### src/rtl/rca_seq_ctrl_pkg.sv
// Shared types and constants for the nibble-serial add/subtract sequencer.
// Build option: RCA_SEQ_OVF_EN adds the signed-overflow flag.
package rca_seq_pkg;

  typedef enum logic [1:0] {IDLE, RUN, DONE} rca_seq_state_t;

  localparam int SLICE_W = 4;

  function automatic int idx_w(input int n);
    return (n > 1) ? $clog2(n) : 1;
  endfunction

endpackage

### src/rtl/rca_seq_ctrl_if.sv
// Request/response bundle of rca_seq_ctrl (valid/ready on both sides).
// Build option: RCA_SEQ_OVF_EN adds out_ovf.
interface rca_seq_ctrl_if
  import rca_seq_pkg::*;
#(
  parameter int N_SLICES = 4
);
  localparam int W = SLICE_W * N_SLICES;

  logic         in_valid;
  logic         in_ready;
  logic [W-1:0] in_a;
  logic [W-1:0] in_b;
  logic         in_cin;
  logic         in_sub;
  logic         out_valid;
  logic         out_ready;
  logic [W-1:0] out_sum;
  logic         out_cout;
  logic         busy;
`ifdef RCA_SEQ_OVF_EN
  logic         out_ovf;
`endif

  modport master (
    output in_valid, in_a, in_b, in_cin, in_sub,
    output out_ready,
    input  in_ready, out_valid, out_sum,
    input  out_cout, busy
`ifdef RCA_SEQ_OVF_EN
    , input out_ovf
`endif
  );

  modport slave (
    input  in_valid, in_a, in_b, in_cin, in_sub,
    input  out_ready,
    output in_ready, out_valid, out_sum,
    output out_cout, busy
`ifdef RCA_SEQ_OVF_EN
    , output out_ovf
`endif
  );

endinterface

### src/rtl/rca_seq_ctrl_nibble_add.sv
// Combinational 4-bit ripple-carry adder; also exposes the carry into
// bit 3 so the caller can derive signed overflow.
module nibble_add (
  input  logic [3:0] i_a,
  input  logic [3:0] i_b,
  input  logic       i_cin,
  output logic [3:0] o_s,
  output logic       o_cout,
  output logic       o_c3
);

  logic [4:0] w_c;

  always_comb begin
    w_c    = '0;
    o_s    = '0;
    w_c[0] = i_cin;
    for (int i = 0; i < 4; i++) begin
      o_s[i]   = i_a[i] ^ i_b[i] ^ w_c[i];
      w_c[i+1] = (i_a[i] & i_b[i]) |
                 (i_a[i] & w_c[i]) |
                 (i_b[i] & w_c[i]);
    end
  end

  assign o_cout = w_c[4];
  assign o_c3   = w_c[3];

endmodule

### src/rtl/rca_seq_ctrl.sv
// Wide add/subtract built from one nibble adder, LS nibble first.
// Build option: RCA_SEQ_OVF_EN adds a signed-overflow output.
module rca_seq_ctrl
  import rca_seq_pkg::*;
#(
  parameter int N_SLICES = 4
) (
  input  logic         clk,
  input  logic         rst,
  rca_seq_ctrl_if.slave bus
);

  localparam int W    = SLICE_W * N_SLICES;
  localparam int IDXW = idx_w(N_SLICES);
  localparam logic [IDXW-1:0] LAST = IDXW'(N_SLICES - 1);

  rca_seq_state_t r_state;
  rca_seq_state_t w_next;

  logic [IDXW-1:0] r_idx;
  logic            r_carry;
  logic [W-1:0]    r_a;
  logic [W-1:0]    r_b;
  logic [W-1:0]    r_sum;

  logic [SLICE_W-1:0] w_s;
  logic               w_cout;
  logic               w_c3;
  logic               w_accept;
  logic               w_run;
  logic               w_last;

  always_ff @(posedge clk) begin
    if (rst) r_state <= IDLE;
    else     r_state <= w_next;
  end

  always_comb begin
    w_next   = r_state;
    w_accept = 1'b0;
    unique case (r_state)
      IDLE: begin
        if (bus.in_valid) begin
          w_accept = 1'b1;
          w_next   = RUN;
        end
      end
      RUN:  if (r_idx == LAST) w_next = DONE;
      DONE: if (bus.out_ready) w_next = IDLE;
      default: w_next = IDLE;
    endcase
  end

  assign w_run  = (r_state == RUN);
  assign w_last = w_run && (r_idx == LAST);

  // Operands shift right so the slice always sees the low nibble.
  always_ff @(posedge clk) begin
    if (rst) begin
      r_idx   <= '0;
      r_carry <= 1'b0;
      r_a     <= '0;
      r_b     <= '0;
      r_sum   <= '0;
    end else if (w_accept) begin
      r_a     <= bus.in_a;
      r_b     <= bus.in_sub ? ~bus.in_b : bus.in_b;
      r_carry <= bus.in_sub ? 1'b1 : bus.in_cin;
      r_idx   <= '0;
    end else if (w_run) begin
      r_a     <= r_a >> SLICE_W;
      r_b     <= r_b >> SLICE_W;
      r_carry <= w_cout;
      r_idx   <= w_last ? '0 : r_idx + 1'b1;
      r_sum[{r_idx, 2'b00} +: SLICE_W] <= w_s;
    end
  end

  nibble_add u_nib (
    .i_a    (r_a[SLICE_W-1:0]),
    .i_b    (r_b[SLICE_W-1:0]),
    .i_cin  (r_carry),
    .o_s    (w_s),
    .o_cout (w_cout),
    .o_c3   (w_c3)
  );

`ifdef RCA_SEQ_OVF_EN
  logic r_ovf;

  always_ff @(posedge clk) begin
    if (rst)         r_ovf <= 1'b0;
    else if (w_last) r_ovf <= w_c3 ^ w_cout;
  end

  assign bus.out_ovf = r_ovf;
`else
  logic w_unused_c3;
  assign w_unused_c3 = w_c3;
`endif

  assign bus.in_ready  = (r_state == IDLE);
  assign bus.out_valid = (r_state == DONE);
  assign bus.busy      = (r_state != IDLE);
  assign bus.out_sum   = r_sum;
  assign bus.out_cout  = r_carry;

endmodule

### src/flat_wrapper.sv
// flat-port wrapper written by rule: the top's interface ports become plain ports
module rca_seq_ctrl_flat import rca_seq_pkg::*;
#(
  parameter int N_SLICES = 4
)
  (clk, rst, bus_in_valid, bus_in_a, bus_in_b, bus_in_cin, bus_in_sub, bus_out_ready, bus_in_ready, bus_out_valid, bus_out_sum, bus_out_cout, bus_busy);
  rca_seq_ctrl_if #(.N_SLICES(N_SLICES)) bus_i ();
  input  logic clk;
  input  logic rst;
  input wire logic [$bits(bus_i.in_valid)-1:0] bus_in_valid;
  input wire logic [$bits(bus_i.in_a)-1:0] bus_in_a;
  input wire logic [$bits(bus_i.in_b)-1:0] bus_in_b;
  input wire logic [$bits(bus_i.in_cin)-1:0] bus_in_cin;
  input wire logic [$bits(bus_i.in_sub)-1:0] bus_in_sub;
  input wire logic [$bits(bus_i.out_ready)-1:0] bus_out_ready;
  output wire logic [$bits(bus_i.in_ready)-1:0] bus_in_ready;
  output wire logic [$bits(bus_i.out_valid)-1:0] bus_out_valid;
  output wire logic [$bits(bus_i.out_sum)-1:0] bus_out_sum;
  output wire logic [$bits(bus_i.out_cout)-1:0] bus_out_cout;
  output wire logic [$bits(bus_i.busy)-1:0] bus_busy;
  assign bus_i.in_valid = bus_in_valid;
  assign bus_i.in_a = bus_in_a;
  assign bus_i.in_b = bus_in_b;
  assign bus_i.in_cin = bus_in_cin;
  assign bus_i.in_sub = bus_in_sub;
  assign bus_i.out_ready = bus_out_ready;
  assign bus_in_ready = bus_i.in_ready;
  assign bus_out_valid = bus_i.out_valid;
  assign bus_out_sum = bus_i.out_sum;
  assign bus_out_cout = bus_i.out_cout;
  assign bus_busy = bus_i.busy;
  rca_seq_ctrl #(.N_SLICES(N_SLICES)) u_core (.clk(clk), .rst(rst), .bus(bus_i));
endmodule
### config.mk
export PLATFORM = sky130hd
export DESIGN_NAME = rca_seq_ctrl_flat
export DESIGN_NICKNAME = d
export VERILOG_FILES = /design/src/rtl/rca_seq_ctrl_pkg.sv /design/src/rtl/rca_seq_ctrl_if.sv /design/src/rtl/rca_seq_ctrl_nibble_add.sv /design/src/rtl/rca_seq_ctrl.sv /design/src/flat_wrapper.sv
export SDC_FILE = /design/constraint.sdc
export NUM_CORES = 1
export LEC_CHECK = 0
export ABC_AREA = 0
export BUFFER_PORTS_ARGS = -buffer_cell sky130_fd_sc_hd__buf_4
export CAP_MARGIN = 15
export CORE_AREA = 2 2 74 76
export CTS_BUF_LIST = sky130_fd_sc_hd__clkbuf_4
export DETAILED_ROUTE_END_ITERATION = 10
export DIE_AREA = 0 0 76 78
export HOLD_SLACK_MARGIN = 0.03
export PLACE_DENSITY_LB_ADDON = 0.25
export SETUP_SLACK_MARGIN = 0.05
export SLEW_MARGIN = 15
export SYNTH_ARGS = -nofsm -noshare
export SYNTH_HDL_FRONTEND = slang
export SYNTH_HIERARCHICAL = 1
export SYNTH_SLANG_ARGS = --single-unit
### constraint.sdc
create_clock -name clk -period 2.2 [get_ports clk]
set_input_delay 0.22 -clock clk [delete_from_list [all_inputs] [get_ports clk]]
set_output_delay 0.22 -clock clk [all_outputs]
set_load 0.01 [all_outputs]
# [Word-level counts from Yosys, hierarchy flattened]
# Cells that the tools add are included.
[totals] in_bits=38 reg_bits=53 word_cells=69
[classes] n_reduce_logical=7 muxes=16 n_shift=2 addsub=2 n_bitwise=30 n_eq_ne=6
[ops] operator="16-bit 2-to-1 mux" n=5
[ops] operator="16-bit bitwise mux" n=1
[ops] operator="16-bit NOT" n=1
[ops] operator="4-bit by 6-bit variable shift with 16-bit output (first input constant)" n=1
[ops] operator="4-bit by 6-bit indexed part select with 16-bit output" n=1
[ops] operator="1-bit AND" n=12
[ops] operator="2-bit 2-to-1 mux" n=4
[ops] operator="1-bit OR" n=8
[ops] operator="1-bit XOR" n=8
[ops] operator="2-bit != test (second input constant)" n=3
[ops] operator="4-bit negation with 6-bit output" n=1
[ops] operator="2-bit case mux with 3 select lines" n=1
[ops] operator="1-bit 2-to-1 mux" n=5
[ops] operator="2-bit == test (second input constant)" n=2
[ops] operator="2-bit nonzero test" n=2
[ops] operator="3-bit AND reduction" n=1
[ops] operator="2-bit by 1-bit adder with 2-bit output (second input constant)" n=1
[ops] operator="2-bit by 1-bit == test with 1-bit output (second input constant)" n=1
[ops] operator="2-bit logical NOT" n=1
[ops] operator="2-bit AND reduction" n=1
[ops] operator="2-bit OR reduction" n=1
[ops] operator="1-bit logical AND" n=1
[ops] operator="1-bit NOT" n=1

# [Depth between registers and ports, before layout]
# Gate-level depths: netlist of run 1.
[logic_depth] depth_word=14 ltp_mapped=11 mapped_depth_nobuf=11

# [Modules after synthesis]
# The synthesis of run 1 kept the hierarchy.
[modules_own_cells] module="rca_seq_ctrl" seq_area_each_um2=1061.0 instances=1 area_per_inst_um2=2381.0 cells_per_inst=258
[modules_own_cells] module="nibble_add" seq_area_each_um2=0.0 instances=1 area_per_inst_um2=117.6 cells_per_inst=14

# [Worst setup path before layout of run 1]
# No wires, ideal clock.
[synth_path] path_type="reg-to-reg" startpoint="register u_core.r_carry, in the netlist u_core/bus.out_cout" endpoint="register u_core.r_sum[15], in the netlist u_core/bus.out_sum[15]" stages_incl_launch_ff=11 n_path_buf=0 setup_time_ns=0.070 t_arrival_ns=2.057 slack_ns=0.073 path_cell_list="dfxtp_1 -> inv_1 -> fa_1 -> inv_1 -> fa_1 -> fa_1 -> inv_1 -> fa_1 -> inv_1 -> nand3_1 -> a21oi_1"
[synth_via] elab_chain_len=12 word_cells_on_any_way=18 cone_classes="shift (1); mux (1); bitwise (16)"
[synth_lines] item="from (decl)" line_no="rca_seq_ctrl.sv:21" rtl="logic r_carry;"
[synth_lines] item="from (signal assigned)" line_no="rca_seq_ctrl.sv:68" rtl="r_carry <= bus.in_sub ? 1'b1 : bus.in_cin;"
[synth_lines] item="from (signal assigned)" line_no="rca_seq_ctrl.sv:73" rtl="r_carry <= w_cout;"
[synth_lines] item="1-bit AND" line_no="rca_seq_ctrl_nibble_add.sv:21" rtl="(i_a[i] & w_c[i]) |"
[synth_lines] item="1-bit OR" line_no="rca_seq_ctrl_nibble_add.sv:20" rtl="w_c[i+1] = (i_a[i] & i_b[i]) |"
[synth_lines] item="1-bit OR (*)" line_no="rca_seq_ctrl_nibble_add.sv:21"
[synth_lines] item="1-bit AND" line_no="rca_seq_ctrl_nibble_add.sv:21"
[synth_lines] item="1-bit OR" line_no="rca_seq_ctrl_nibble_add.sv:20"
[synth_lines] item="1-bit OR (*)" line_no="rca_seq_ctrl_nibble_add.sv:21"
[synth_lines] item="1-bit AND" line_no="rca_seq_ctrl_nibble_add.sv:21"
[synth_lines] item="1-bit OR" line_no="rca_seq_ctrl_nibble_add.sv:20"
[synth_lines] item="1-bit OR (*)" line_no="rca_seq_ctrl_nibble_add.sv:21"
[synth_lines] item="named net u_core.w_c3" line_no="rca_seq_ctrl.sv:28" rtl="logic w_c3;"
[synth_lines] item="1-bit XOR (*)" line_no="rca_seq_ctrl_nibble_add.sv:19" rtl="o_s[i] = i_a[i] ^ i_b[i] ^ w_c[i];"
[synth_lines] item="named net u_core.w_s[3]" line_no="rca_seq_ctrl.sv:26" rtl="logic [SLICE_W-1:0] w_s;"
[synth_lines] item="4-bit by 6-bit indexed part select with 16-bit output (*)" line_no="rca_seq_ctrl.sv:75" rtl="r_sum[{r_idx, 2'b00} +: SLICE_W] <= w_s;"
[synth_lines] item="16-bit bitwise mux (*)" line_no="rca_seq_ctrl.sv:75"
[synth_lines] item="to (signal, indexed assignment)" line_no="rca_seq_ctrl.sv:75"
[synth_lines] item="to (decl)" line_no="rca_seq_ctrl.sv:24" rtl="logic [W-1:0] r_sum;"
# The timed path passes the listed nets; every way through them passes the cells marked *.
# A chain may end at the register's enable or synchronous reset.

# [Final worst setup path of run 1]
[layout_path] startpoint="register u_core.r_a[0]" endpoint="register u_core.r_sum[7], in the netlist u_core/bus.out_sum[7]"
[layout_via] elab_chain_len=12 word_cells_on_any_way=19 cone_classes="shift (1); mux (1); bitwise (17)"
[layout_lines] item="from (decl)" line_no="rca_seq_ctrl.sv:22" rtl="logic [W-1:0] r_a;"
[layout_lines] item="from (signal assigned)" line_no="rca_seq_ctrl.sv:66" rtl="r_a <= bus.in_a;"
[layout_lines] item="from (signal assigned)" line_no="rca_seq_ctrl.sv:71" rtl="r_a <= r_a >> SLICE_W;"
[layout_lines] item="1-bit AND, on equally long branches" line_no="rca_seq_ctrl_nibble_add.sv:20, rca_seq_ctrl_nibble_add.sv:21"
[layout_lines] item="1-bit OR (*)" line_no="rca_seq_ctrl_nibble_add.sv:20"
[layout_lines] item="1-bit OR (*)" line_no="rca_seq_ctrl_nibble_add.sv:21"
[layout_lines] item="1-bit AND" line_no="rca_seq_ctrl_nibble_add.sv:21"
[layout_lines] item="1-bit OR" line_no="rca_seq_ctrl_nibble_add.sv:20"
[layout_lines] item="1-bit OR (*)" line_no="rca_seq_ctrl_nibble_add.sv:21"
[layout_lines] item="1-bit AND" line_no="rca_seq_ctrl_nibble_add.sv:21"
[layout_lines] item="1-bit OR" line_no="rca_seq_ctrl_nibble_add.sv:20"
[layout_lines] item="1-bit OR (*)" line_no="rca_seq_ctrl_nibble_add.sv:21"
[layout_lines] item="named net u_core.w_c3" line_no="rca_seq_ctrl.sv:28"
[layout_lines] item="1-bit XOR (*)" line_no="rca_seq_ctrl_nibble_add.sv:19"
[layout_lines] item="named net u_core.w_s[3]" line_no="rca_seq_ctrl.sv:26"
[layout_lines] item="4-bit by 6-bit indexed part select with 16-bit output (*)" line_no="rca_seq_ctrl.sv:75"
[layout_lines] item="16-bit bitwise mux (*)" line_no="rca_seq_ctrl.sv:75"
# Marked as above.

==> results.cfg, run 1 <==
[sta]
fin_crit_sh_pct = 97.20
fmax_mhz = 467.6
finalSetupViolations = 0
finalMaxSlewViolations = 0
slew_headroom_pct = 53.32
worst_pin_slew_ps = 697.7
clock_skew_ps = 9.149
hold_violations = 0
final.setup.worst_slack_ps = 61.49
post-route-min-period_ps = 2139
tns_ps = 0
rsz0062_at_grt = true

[power_and_ir_drop]
p_leak_nw = 1.260
pwr-share-seq_pct = 57.7
p_comb_share_pct = 19.8
total_power_mw = 1.840
max-vdd-ir-drop_mv = 0.4011
intPower_mw = 1.330
p_sw_share_pct = 27.75
p_sw_mw = 0.5106
p_clk_share_pct = 22.5
pwr_density_cell_nw_per_um2 = 602.6

[global_routing]
antenna_found_initial = 0
grt_max_degree = 30
grt_pass1_wl_mm = 9.059
grt.overflow.total = 0
grt_use_total_pct = 18.68
grt_pass1_vias = 1953

[floorplan]
core_area_sq_um = 5042
die_x_microns = 76
start_util_pct = 49.55
rows = 26
io_pins = 58
die_area_sq_um = 5928
die_h_microns = 78

[placed_design]
portBuffers = 57
place_inst = 389
place_ws_ps = -25.53
dp.final_hpwl_mm = 3.852
place_area_sq_um = 2978
gp_congestion = 0.8477

[clocking]
holdBufCountCts = 0
cts_tree = built
clk_path_buf_depth = 2
cts-root-buf = clkbuf_4
numCtsBuffers = 5
clock_latency_ps = 370
cts_sinks = 53
cts.reportedPaths.clkPinSlew_ps = 140
cts_max_level = 2

[cells_and_area]
syn2layout_area_growth_pct = 22.23
final_cell_area_sq_um = 3054
antenna_cells = 0
final_cells = 396
fin_nets = 374
num-fill-cells = 464
drive_gt1_share_pct = 31.90

[critical_path]
crit_path_max_fanout = 4
reg2reg_depth = 10
end_kind = flip-flop
regToRegSetupSlack_ps = 60
critPathArrivalTime_ps = 2450
start_kind = flip-flop
required_ps = 2510
crit_type = reg2reg

[drt]
first_pass_iters = 4
vias = 2095
wl_per_cell_microns = 13.31
via_per_inst = 5.290
drcViolationCount = 0
drt-total-wl_mm = 5.271
drtIter0Drc = 63
antenna_left = 0

[job]
cap_violations = 0

[logic_synthesis]
synth_area_sq_um = 2499
ys_ff_latch = 53
synth_enable_flop_cells = 0
synth-main-ff-cell = dfxtp_1
postSynthAreaPerCell_sq_um = 9.186
yosysSeqAreaShare_pct = 42.46
synth_async_sr_flop_share_pct = 0
synth.distinct_cells = 41
yosys_warnings = 6
synth_fp_nets = 320
synthCells = 272

[min_path]
whs_path_depth = 3
hp-class = in2reg

[run_status]
status = finished clean
## power groups by stage
stage	Clock [mW]	Sequential [mW]	Combinational, mW
5_1_grt	0.468	1.07	0.406
3_5_place_dp	0	1.08	0.358
2_1_floorplan	0	1.07	0.238
6_report	0.414	1.06	0.364
4_1_cts	0.431	1.06	0.361
3_3_place_gp	0	1.08	0.356
## path summary, 6_finish.rpt
path                                       startpoint                    end
worst min-delay path                     bus_in_a[14]         u_core/r_a[14]
worst max register to register          u_core/r_a[0]  u_core/bus.out_sum[7]
worst max-delay path                    u_core/r_a[0]  u_core/bus.out_sum[7]
worst min register to register  u_core/bus.out_sum[4]  u_core/bus.out_sum[4]
## logic make-up (layout without fill, tap and decap cells)
family,count (synthesis),in the layout,synth area share (%)
xor+xnor,16,16,5.608
buf+inv,35,89,6.560
simple gates,90,90,18.53
compound gates,68,68,20.63
fa+ha+maj,10,10,6.209
flops,53,53,42.46
## stage by stage
stage	util, %	hold WS (ps)
final	60.57	91.26
after CTS	60.10	74.41
after global routing	60.57	93.52
after global placement	59.06	440.9
after detailed placement	59.06	445.6
after floorplan	-	380.8
## worst max-delay path: stages, from the launching register on
cell and delay (ps):
dfxtp_2 350, inv_2 60, fa_2 190, inv_2 40, fa_2 330, fa_2 340
inv_2 60, fa_1 410, inv_2 110, nand3_2 70, a21oi_2 130
## cells in the final DEF (no fill, tap or decap), types with 2 or more instances in the layout
cell,Yosys,routed
buf_4,2,66
dfxtp_1,53,51
nor2_1,38,38
nand2_1,15,15
a211oi_1,13,13
o22ai_1,12,12
xnor2_1,12,12
inv_1,16,11
a21oi_1,13,11
nand3_1,12,10
a221o_2,9,9
clkbuf_4,0,6
ha_1,6,6
a22oi_1,5,5
inv_2,0,5
a32oi_1,4,4
xor2_1,4,4
nor3b_1,4,4
a31o_2,4,4
nand3b_1,3,3
and3b_1,3,3
nand2b_1,3,3
a221o_1,3,3
fa_2,0,3
nor2b_1,2,2
nor4bb_1,2,2
nand3_2,0,2
a21oi_2,0,2
dfxtp_2,0,2
## flip-flops by register name, indices dropped and copies added (netlist names)
register,count
u_core/bus.out_cout,1
u_core/r_b,16
u_core/r_idx,2
u_core/bus.out_sum,16
u_core/r_a,16
u_core/r_state,2
## repair_timing
item | in CTS | in global routing
resized for setup | 4 | 10
setup endpoints to repair | 4 | 5
buffers inserted | 0 | 0
pin swaps | 1 | 3
## per-layer routing
metal  up-vias  routed length [microns]  track usage [%]
li1       1070                        -                -
met1       957                     2404            24.84
met2        58                     2524            30.18
met3        10                      245            4.186
met4         0                       97            6.364
met5         -                        0                0
## synthesized netlist by cell type (5+ instances only)
library cell  instances  share of area, %
dfxtp_1              53                42
nor2_1               38               5.7
inv_1                16               2.4
nand2_1              15               2.3
a211oi_1             13               3.9
a21oi_1              13               2.6
nand3_1              12               2.4
o22ai_1              12               3.0
xnor2_1              12               4.2
a221o_2               9               4.1
buf_2                 8               1.6
clkbuf_1              6              0.90
ha_1                  6               3.0
a22oi_1               5               1.5
## area by class of cell
class                   count  area (sq um)  area share, %
clock buffers               6         45.04          1.475
clock inverters             1         3.754         0.1229
inverters                  16         60.06          1.966
multi-input cells         184          1299          42.52
flip-flops and latches     53          1064          34.82
well taps                  70         87.58          2.868
repair buffers             66         495.5          16.22
Power figures use the tool's default switching activity.
==> run 2: changes to the inputs <==
--- a/config.mk
+++ b/config.mk
@@ -6,12 +6,12 @@
 export NUM_CORES = 1
 export LEC_CHECK = 0
 export ABC_AREA = 0
-export BUFFER_PORTS_ARGS = -buffer_cell sky130_fd_sc_hd__buf_4
+export BUFFER_PORTS_ARGS = -buffer_cell sky130_fd_sc_hd__buf_2
 export CAP_MARGIN = 15
-export CORE_AREA = 2 2 74 76
+export CORE_AREA = 3 3 75 77
 export CTS_BUF_LIST = sky130_fd_sc_hd__clkbuf_4
 export DETAILED_ROUTE_END_ITERATION = 10
-export DIE_AREA = 0 0 76 78
+export DIE_AREA = 0 0 78 80
 export HOLD_SLACK_MARGIN = 0.03
 export PLACE_DENSITY_LB_ADDON = 0.25
 export SETUP_SLACK_MARGIN = 0.05
==> results.cfg, run 2 (synthesis results as in run 1) <==
[sta]
worst_pin_slew_ps = 781.3
fmax_mhz = 459.3
finalSetupViolations = 0
fin_crit_sh_pct = 98.97
rsz0062_at_grt = true
clock_skew_ps = 17.70
hold_violations = 0
post-route-min-period_ps = 2177
finalMaxSlewViolations = 0
hold_ws_ps = 97.71
slew_headroom_pct = 47.72

[critical_path]
crit_path_max_fanout = 4
r2r-start = u_core/r_a[0]
critPathArrivalTime_ps = 2450
regToRegSetupSlack_ps = 20
start_kind = flip-flop
end_kind = flip-flop
crit_type = reg2reg
r2r-end = u_core/bus.out_sum[3]
crit_start = u_core/r_a[0]
required_ps = 2470
reg2reg_depth = 10

[clocking]
cts_sinks = 53
cts_tree = built
numCtsBuffers = 5
cts_max_level = 2
cts.reportedPaths.clkPinSlew_ps = 150
cts-root-buf = clkbuf_4
clk_path_buf_depth = 2
clock_latency_ps = 360

[global_routing]
grt.overflow.total = 0
grt_pass1_vias = 1978
antenna_found_initial = 0
grt_max_degree = 23
grt_pass1_wl_mm = 9.011
grt_use_total_pct = 18.16

[floorplan]
die_h_microns = 80
rows = 26
die_x_microns = 78
io_pins = 58
start_util_pct = 49.24
core_area_sq_um = 5075
die_area_sq_um = 6240

[min_path]
hp-class = in2reg
whs_path_depth = 3
hold_end = u_core/r_a[13]
hold_start = bus_in_a[13]

[cells_and_area]
antenna_cells = 0
fin_nets = 377
final_cells = 399
num-fill-cells = 493
drive_gt1_share_pct = 33.43
layout_common_cells = 57 x buf_2, 50 x dfxtp_1, 38 x nor2_1
final_common_cell = buf_2
syn2layout_area_growth_pct = 17.58

[run_status]
status = finished clean

[drt]
antenna_left = 0
drtIter0Drc = 40
first_pass_iters = 4
drcViolationCount = 0
via_per_inst = 5.303
drt-total-wl_mm = 5.402
vias = 2116
wl_per_cell_microns = 13.54

[placed_design]
portBuffers = 57
dp.final_hpwl_mm = 3.943
gp_congestion = 0.7711
place_inst = 391

[power_and_ir_drop]
pwr_density_cell_nw_per_um2 = 621.0
p_leak_nw = 1.243
max-vdd-ir-drop_mv = 0.3198

[job]
cap_violations = 0
run 2: worst max-delay path, cell delays in order, from the launching register on:
cell	delay, ps
dfxtp_2	370
inv_2	40
fa_2	370
inv_2	60
fa_2	190
fa_2	190
inv_2	40
fa_2	530
inv_2	60
a32oi_1	190
nor2_1	50
run 2: worst max-delay path by stage:
stage                                         to  slack (ps)  cells past startpoint
after floorplan           u_core/bus.out_sum[15]          70                     10
after global placement     u_core/bus.out_sum[7]           8                     10
after detailed placement   u_core/bus.out_sum[7]         -60                     10
after CTS                  u_core/bus.out_sum[3]          40                     10
after global routing       u_core/bus.out_sum[3]        -100                     10
final                      u_core/bus.out_sum[3]          20                     10
run 2: power by group:
| group | switching [mW] | total, mW | internal [mW] |
|---|---|---|---|
| Sequential | 0.0399 | 1.06 | 1.02 |
| Clock | 0.281 | 0.411 | 0.129 |
| Combinational | 0.190 | 0.353 | 0.163 |
run 2: layer usage:
layer  track usage (%)  wire (microns)  vias to the layer above
li1                  -               -                     1081
met1             23.27            2428                      981
met2             30.57            2673                       47
met3             3.612             224                        7
met4             6.119              75                        0
met5                 0               0                        -
run 2: area by class of cell:
cell class | instances | area [sq um] | share of cell area [%]
repair buffers | 69 | 375.4 | 12.78
well taps | 70 | 87.58 | 2.981
clock inverters | 1 | 3.754 | 0.1278
inverters | 16 | 60.06 | 2.044
flip-flops and latches | 53 | 1065 | 36.24
multi-input cells | 184 | 1301 | 44.29
clock buffers | 6 | 45.04 | 1.533
run 2: what timing repair did:
action	in CTS	in global routing
setup endpoints to repair	4	5
pin swaps	0	5
resized for setup	4	14
setup buffers	1	0
hold buffers	0	0
run 2: per-stage QoR:
step	setup TNS, ps	area, sq um	utilization, %	power (mW)	setup slack [ps]
floorplan	0	2499	-	1.309	72.99
global placement	0	2850	56.16	1.416	7.995
finish	0	2938	57.89	1.824	22.65
global route	-261.5	2938	57.89	1.924	-101.9
detailed placement	-146.2	2850	56.16	1.423	-61.32
CTS	0	2913	57.40	1.839	38.77
==> run 3: changes to the inputs <==
--- a/config.mk
+++ b/config.mk
@@ -8,10 +8,12 @@
 export ABC_AREA = 0
 export BUFFER_PORTS_ARGS = -buffer_cell sky130_fd_sc_hd__buf_2
 export CAP_MARGIN = 15
-export CORE_AREA = 3 3 75 77
+export CELL_PAD_IN_SITES_DETAIL_PLACEMENT = 1
+export CELL_PAD_IN_SITES_GLOBAL_PLACEMENT = 1
+export CORE_AREA = 3 3 86 88
 export CTS_BUF_LIST = sky130_fd_sc_hd__clkbuf_4
 export DETAILED_ROUTE_END_ITERATION = 10
-export DIE_AREA = 0 0 78 80
+export DIE_AREA = 0 0 89 91
 export HOLD_SLACK_MARGIN = 0.03
 export PLACE_DENSITY_LB_ADDON = 0.25
 export SETUP_SLACK_MARGIN = 0.05
==> results.cfg, run 3 (synthesis results as in run 1) <==
[run_status]
status = finished clean

[sta]
clock_skew_ps = 13.73
finalSetupViolations = 0
slew_headroom_pct = 50.35
final.setup.worst_slack_ps = 86.01
fin_crit_sh_pct = 96.09
rsz0062_at_grt = true
post-route-min-period_ps = 2114
fmax_mhz = 473.0
worst_pin_slew_ps = 742.0
hold_violations = 0
finalMaxSlewViolations = 0

[critical_path]
r2r-start = u_core/r_a[0]
end_kind = flip-flop
regToRegSetupSlack_ps = 90
crit_path_max_fanout = 4
crit_type = reg2reg
start_kind = flip-flop
required_ps = 2500
r2r-end = u_core/bus.out_sum[15]
critPathArrivalTime_ps = 2410
reg2reg_depth = 10

[global_routing]
grt_max_degree = 35
grt.overflow.total = 0
antenna_found_initial = 0
grt_pass1_vias = 2103
grt_use_total_pct = 15.66
grt_pass1_wl_mm = 10.23

[clocking]
holdBufCountCts = 0
cts.reportedPaths.clkPinSlew_ps = 150
cts_sinks = 53
cts_tree = built
clock_latency_ps = 350
clk_path_buf_depth = 2
cts-root-buf = clkbuf_4
numCtsBuffers = 5
cts_max_level = 2

[placed_design]
gp_congestion = 0.7348
dp.final_hpwl_mm = 4.779
place_area_sq_um = 2878
place_ws_ps = -28.42
portBuffers = 57

[power_and_ir_drop]
p_clk_share_pct = 22.1
max-vdd-ir-drop_mv = 0.2913
p_sw_mw = 0.5216
total_power_mw = 1.822
p_comb_share_pct = 19.7
pwr_density_cell_nw_per_um2 = 619.8
p_leak_nw = 1.247
p_sw_share_pct = 28.63
pwr-share-seq_pct = 58.2
intPower_mw = 1.300

[cells_and_area]
num-fill-cells = 817
fin_nets = 378
regArea_sq_um = 1065
syn2layout_area_growth_pct = 17.63
layout_common_cells = 57 x buf_2, 50 x dfxtp_1, 38 x nor2_1
final_cell_area_sq_um = 2939
post-route-util_pct = 43.74
antenna_cells = 0
drive_gt1_share_pct = 32.02
multiInputGateArea_sq_um = 1281
final_common_cell = buf_2

[floorplan]
rows = 30
die_area_sq_um = 8099
core_area_sq_um = 6719
die_x_microns = 89
io_pins = 58
start_util_pct = 37.19
die_h_microns = 91

[min_path]
hold_end = u_core/r_a[13]
hold_start = bus_in_a[13]
hp-class = in2reg
whs_path_depth = 3

[drt]
drcViolationCount = 0
antenna_left = 0
drt-total-wl_mm = 6.208
via_per_inst = 5.192
drtIter0Drc = 65
first_pass_iters = 4
vias = 2134
wl_per_cell_microns = 15.10

[job]
cap_violations = 0
==> run 3: cell types whose count changed in the layout (fill, tap and decap cells not counted), moves of 2 or more <==
cell,before,now
a21oi_1,11,13
a21oi_2,2,0
nand3_1,10,12
nand3_2,2,0
==> run 3: layer usage <==
| layer | part of all wire [%] | global-route usage (%) | vias up |
|---|---|---|---|
| li1 | - | - | 1081 |
| met1 | 48 | 22.18 | 1015 |
| met2 | 48 | 24.69 | 36 |
| met3 | 3.6 | 3.448 | 2 |
| met4 | 0.56 | 2.605 | 0 |
| met5 | 0 | 0 | - |
==> run 3: power by group through the flow <==
| stage | clock network [mW] | logic, mW | registers [mW] |
|---|---|---|---|
| CTS | 0.426 | 0.364 | 1.06 |
| floorplan | 0 | 0.238 | 1.07 |
| global route | 0.465 | 0.401 | 1.07 |
| detailed placement | 0 | 0.357 | 1.08 |
| global placement | 0 | 0.349 | 1.08 |
| finish | 0.403 | 0.359 | 1.06 |
==> run 3: worst max-delay path: stages (launching register included) <==
cell and delay, ps:
dfxtp_2 350, inv_2 50, fa_2 190, inv_2 40
fa_2 330, fa_2 340, inv_2 60, fa_1 420
inv_2 100, nand3_1 70, a21oi_1 130
==> run 3: cell type report <==
type,count,share of cell area [%]
multi-input cells,184,43.59
flip-flops and latches,53,36.23
repair buffers,70,13.03
well taps,80,3.406
inverters,16,2.043
clock buffers,5,1.277
clock inverters,3,0.4257
==> run 3: worst max path at each step <==
stage          cells after the start                      to           startpoint
4_1_cts                           10   u_core/bus.out_sum[3]        u_core/r_a[0]
5_1_grt                           10  u_core/bus.out_sum[15]        u_core/r_a[0]
3_5_place_dp                      10   u_core/bus.out_sum[7]        u_core/r_a[0]
6_report                          10  u_core/bus.out_sum[15]        u_core/r_a[0]
3_3_place_gp                      10   u_core/bus.out_sum[7]        u_core/r_a[0]
2_1_floorplan                     10  u_core/bus.out_sum[15]  u_core/bus.out_cout
==> run 3: repair_timing <==
item / in CTS / in global routing
endpoints found under the setup margin: 4 / 5
cloned: 0 / 0
resized for setup: 8 / 4
buffers inserted: 0 / 0
pin swaps: 2 / 4
==> run 3: metrics by stage <==
step	cells	setup TNS [ps]	hold slack (ps)
2_1_floorplan	272	0	380.8
4_1_cts	411	0	98.63
3_5_place_dp	403	-52.00	444.7
5_1_grt	411	-64.03	106.0
6_report	411	0	104.6
3_3_place_gp	403	0	435.7
